==> src/rtl/bcd_to_bin_4digit.sv <==
// Sequential 4-digit BCD to 14-bit binary converter.
// Reverse double-dabble: one right-shift plus per-nibble correction per clock,
// with a start/done handshake, invalid-digit detection and a range flag for
// the downstream 13-bit millisecond timer.
module bcd_to_bin_4digit #(
  parameter int MAX_VAL = 8191
) (
  input  logic        clk,
  input  logic        rst,
  input  logic        start,
  input  logic [3:0]  thousands,
  input  logic [3:0]  hundreds,
  input  logic [3:0]  tens,
  input  logic [3:0]  ones,
  output logic        busy,
  output logic        done,
  output logic [13:0] bin,
  output logic        ovf,
  output logic        err
);

  typedef enum logic {IDLE, SHIFT} state_t;

  localparam logic [13:0] MAX_BIN = 14'(MAX_VAL);
  localparam logic [3:0]  LAST_ITER = 4'd13;

  state_t      state;
  // work[29:14] = BCD digits being drained, work[13:0] = binary accumulator
  logic [29:0] work;
  logic [29:0] work_nxt;
  logic [3:0]  cnt;
  logic        digit_bad;

  // A nibble >= 8 after a right shift carried a "ten" down from the digit
  // above; removing 3 turns that 16-weighted bit into the 10-weighted one.
  function automatic logic [3:0] fix_nibble(input logic [3:0] n);
    return (n >= 4'd8) ? (n - 4'd3) : n;
  endfunction

  // One iteration: shift the whole register, then correct each BCD nibble.
  function automatic logic [29:0] dabble_step(input logic [29:0] w);
    logic [29:0] s;
    s = w >> 1;
    s[29:26] = fix_nibble(s[29:26]);
    s[25:22] = fix_nibble(s[25:22]);
    s[21:18] = fix_nibble(s[21:18]);
    s[17:14] = fix_nibble(s[17:14]);
    return s;
  endfunction

  assign digit_bad = (thousands > 4'd9) | (hundreds > 4'd9) |
                     (tens > 4'd9) | (ones > 4'd9);

  assign work_nxt = dabble_step(work);

  // Control FSM with registered handshake, result and flags.
  always_ff @(posedge clk or posedge rst) begin
    if (rst) begin
      state <= IDLE;
      work  <= '0;
      cnt   <= '0;
      busy  <= 1'b0;
      done  <= 1'b0;
      bin   <= '0;
      ovf   <= 1'b0;
      err   <= 1'b0;
    end else begin
      done <= 1'b0;
      case (state)
        IDLE: begin
          if (start) begin
            if (digit_bad) begin
              // Reject immediately; no conversion cycles are spent.
              done <= 1'b1;
              err  <= 1'b1;
              bin  <= '0;
              ovf  <= 1'b0;
            end else begin
              work  <= {thousands, hundreds, tens, ones, 14'd0};
              cnt   <= '0;
              busy  <= 1'b1;
              state <= SHIFT;
            end
          end
        end
        SHIFT: begin
          work <= work_nxt;
          cnt  <= cnt + 4'd1;
          if (cnt == LAST_ITER) begin
            bin   <= work_nxt[13:0];
            ovf   <= (work_nxt[13:0] > MAX_BIN);
            err   <= 1'b0;
            done  <= 1'b1;
            busy  <= 1'b0;
            state <= IDLE;
          end
        end
        default: state <= IDLE;
      endcase
    end
  end

endmodule

==> config.mk <==
export PLATFORM = sky130hd
export DESIGN_NAME = bcd_to_bin_4digit
export DESIGN_NICKNAME = d
export VERILOG_FILES = /design/src/rtl/bcd_to_bin_4digit.sv
export SDC_FILE = /design/constraint.sdc
export NUM_CORES = 1
export LEC_CHECK = 0
export BUFFER_PORTS_ARGS = -buffer_cell sky130_fd_sc_hd__buf_2
export CORE_UTILIZATION = 55
export DETAILED_ROUTE_END_ITERATION = 8
export GPL_ROUTABILITY_DRIVEN = 0
export PLACE_DENSITY = 0.87
export SYNTH_ARGS = -nofsm -noshare
export SYNTH_HDL_FRONTEND = slang
export SYNTH_SLANG_ARGS = --single-unit
==> constraint.sdc <==
create_clock -name clk -period 1.8 [get_ports clk]
set_input_delay 0 -clock clk [delete_from_list [all_inputs] [get_ports clk]]
set_output_delay 0 -clock clk [all_outputs]
set_load 0.01 [all_outputs]
==> run_results.csv <==
group,metric,value,unit
sta,setup_slack,0.131,ns
final_layout,syn_to_final_growth,22.8,%
clock_tree,clock_sinks,52,
sta,min_period,1.67,ns
setup_path,path_max_fanout,16,
final_layout,final_cell_mix,"dfrtp_1 (52), buf_2 (36), a22o_1 (29)",
worst_hold_path,holdCritPathClass,"in -> reg",
grt,antenna_found_initial,0,
grt,track_usage,25.5,%
clock_tree,cts_root_buffer,"clkbuf_8",
grt,grt_max_degree,53,
drt,routedWlPerCell,16.2,µm
grt,grt_busiest_layer,"met2",
synthesis,yosysSeqAreaShare,57.2,%
sta,setup-tns-final,0,ns
floorplanning,rows,23,
clock_tree,htreeDepth,2,
floorplanning,die_area,4400,µm²
grt,met1_usage,33.2,%
setup_path,critPathRequiredTime,2.05,ns
floorplanning,start_util,57.3,%
clock_tree,clock_latency,0.31,ns
final_layout,final_area,2790,µm²
sta,skew,0.00842,ns
synthesis,synth.distinct_cells,32,
setup_path,setup.worst_path.end_class,"flip-flop",
final_layout,antenna_cells,0,
setup_path,worstPathArrival,1.91,ns
worst_hold_path,min_from,"start",
grt,grt-ovfl-total,0,
drt,drtIter0Drc,216,
sta,relSlewSlack,57.8,%
synthesis,synth_edf_count,0,
sta,fmax,599,MHz
clock_tree,cts_tree,"done",
setup_path,startpoint_type,"input pin",
sta,finalCritPeriodShare,92.7,%
sta,worst_pin_slew,0.633,ns
drt,ant_nets,0,
power_and_ir_drop,p_per_area,1500,nW/µm²
power_and_ir_drop,ir_drop,0.838,mV
synthesis,synth_seq_cells,52,
sta,finalMaxSlewViolations,0,
status,status,"finished clean",
clock_tree,clk_pin_slew,0.09,ns
place,hpwl,3150,µm
drt,vias_per_cell,5.83,
setup_path,rr_startpoint,"cnt[0]$_DFFE_PP0P_",
place,place_area,2530,µm²
drt,firstDrtPassIters,4,
grt,met2_usage,41.2,%
synthesis,yosysWarnings,0,
place,io_buffer_count,36,
floorplanning,io_pins,37,
sta,setup_viol,0,
grt,grt_use_met3,6.21,%
clock_tree,cts_buffers,5,
worst_hold_path,worstHoldEndpoint,"work[25]$_DFFE_PP0P_",
synthesis,synth_cells,182,
synthesis,syn-num-nets,209,
synthesis,synth-main-ff-cell,"dfrtp_1",
setup_path,r2r-end,"bin[9]$_DFFE_PP0P_",
sta,hold_viol,0,
setup_path,r2r_cells,4,
final_layout,layout.nets,268,
synthesis,async_reset_ff_share,100,%
floorplanning,fp.dieW,66.3,µm
final_layout,fill_cells,287,
final_layout,drive_above_1_share,24.8,%
power_and_ir_drop,power.leakage,1.39,nW
sta,rsz0062_at_grt,"no",
setup_path,r2r_slack,0.25,ns
place,pre_cts_ws,0.262,ns
floorplanning,fp.dieH,66.3,µm
job,maxCapViolCount,0,
floorplanning,coreArea,3970,µm²
grt,grt_pass1_vias,1686,
synthesis,syn-cell-area,2270,µm²
grt,grt_pass1_wl,8140,µm
drt,wirelength,4730,µm
final_layout,post-route-util,70.3,%
setup_path,critical_path_class,"in -> reg",
drt,routed-via-count,1701,
worst_hold_path,hold-path-cell-count,3,
clock_tree,clockBufferDepth,2,
clock_tree,cts_setup_buffers,0,
drt,drcViolationCount,0,
final_layout,layout_commonest_cell,"dfrtp_1",
synthesis,avgSynthCellArea,12.5,µm²
[worst max-delay path: stages]
cell and delay [ns]:
dlygate4sd3_1 0.54, buf_2 0.13, o21ai_1 0.25, nand4_2 0.27, a31oi_4 0.51, a22o_1 0.21
[synth_stat cells (2+ instances only)]
library cell / count / area [µm²]
ha_1: 8 / 100
xnor2_1: 5 / 43.8
dfrtp_1: 52 / 1300
inv_1: 13 / 48.8
and2_1: 2 / 12.5
nor2_1: 11 / 41.3
buf_6: 3 / 33.8
o21ai_1: 4 / 20.0
nand4_1: 2 / 12.5
o22ai_1: 3 / 18.8
o21ai_0: 4 / 20.0
nor2b_1: 2 / 12.5
a21oi_1: 4 / 20.0
nand2_1: 4 / 15.0
a221o_1: 13 / 130
buf_2: 3 / 15.0
a22o_1: 29 / 254
clkbuf_1: 3 / 11.3
mux2i_1: 4 / 40.0
[per-stage QoR]
stage               instances  power (mW)  hold WS (ns)
finish                    292        4.19        0.0646
CTS                       292        4.21        0.0553
detailed placement        267        3.51         0.209
global placement          267        3.44         0.197
floorplan                 182        3.06         0.133
global route              292        4.52        0.0555
[sequential cells by signal (all words and copies together) (netlist names)]
| signal | count |
|---|---|
| bin | 14 |
| busy | 1 |
| err | 1 |
| state | 1 |
| done | 1 |
| cnt | 4 |
| ovf | 1 |
| work | 29 |
[layer usage]
metal  share of wire [%]  routed length, µm
met1                  44               2070
met2                  50               2370
met3                 4.6                216
met4                 1.5                 72
met5                   0                  0
[kinds of logic (layout without fill, tap and decap cells)]
group                      after synthesis  in the layout  share of synthesized area (%)
AOI/OAI and AO/OA                       62             62                           22.8
muxes                                    5              5                           2.26
xor gates and xnor gates                 5              5                           1.93
DFF                                     52             52                           57.2
and+or+nand+nor                         27             27                           6.33
buffers and inverters                   23             83                           5.12
adders and majority gates                8              8                           4.40
[worst max path at each step]
stage                                  start            endpoint  slack, ns  depth (start not counted)
after floorplan           cnt[0]$_DFFE_PP0P_  bin[0]$_DFFE_PP0P_       0.33                          6
after global placement    cnt[0]$_DFFE_PP0P_  bin[3]$_DFFE_PP0P_       0.35                          4
after detailed placement  cnt[1]$_DFFE_PP0P_  bin[9]$_DFFE_PP0P_       0.26                          5
after CTS                            ones[2]  bin[9]$_DFFE_PP0P_       0.12                          6
after global routing                 ones[1]  bin[9]$_DFFE_PP0P_       0.01                          6
final                                ones[2]  bin[9]$_DFFE_PP0P_       0.13                          6
[report_power, final]
part	switching, mW	internal, mW
registers	0.382	1.58
clock network	0.392	0.276
logic	0.767	0.795
total	1.54	2.65
[area by class of cell]
| class | instances | area, µm² | share of cell area [%] |
|---|---|---|---|
| sequential | 52 | 1300 | 46.6 |
| multi-input combinational | 107 | 857 | 30.7 |
| tap | 50 | 62.6 | 2.24 |
| clock inverter | 3 | 23.8 | 0.851 |
| clock buffer | 5 | 68.8 | 2.46 |
| timing repair buffer | 62 | 430 | 15.4 |
| inverter | 13 | 48.8 | 1.75 |
[repair_timing]
item	CTS	global route
hold buffers	17	0
endpoints found under the hold margin	68	0
gates resized for setup	0	0
(Power assumes the default switching activity.)
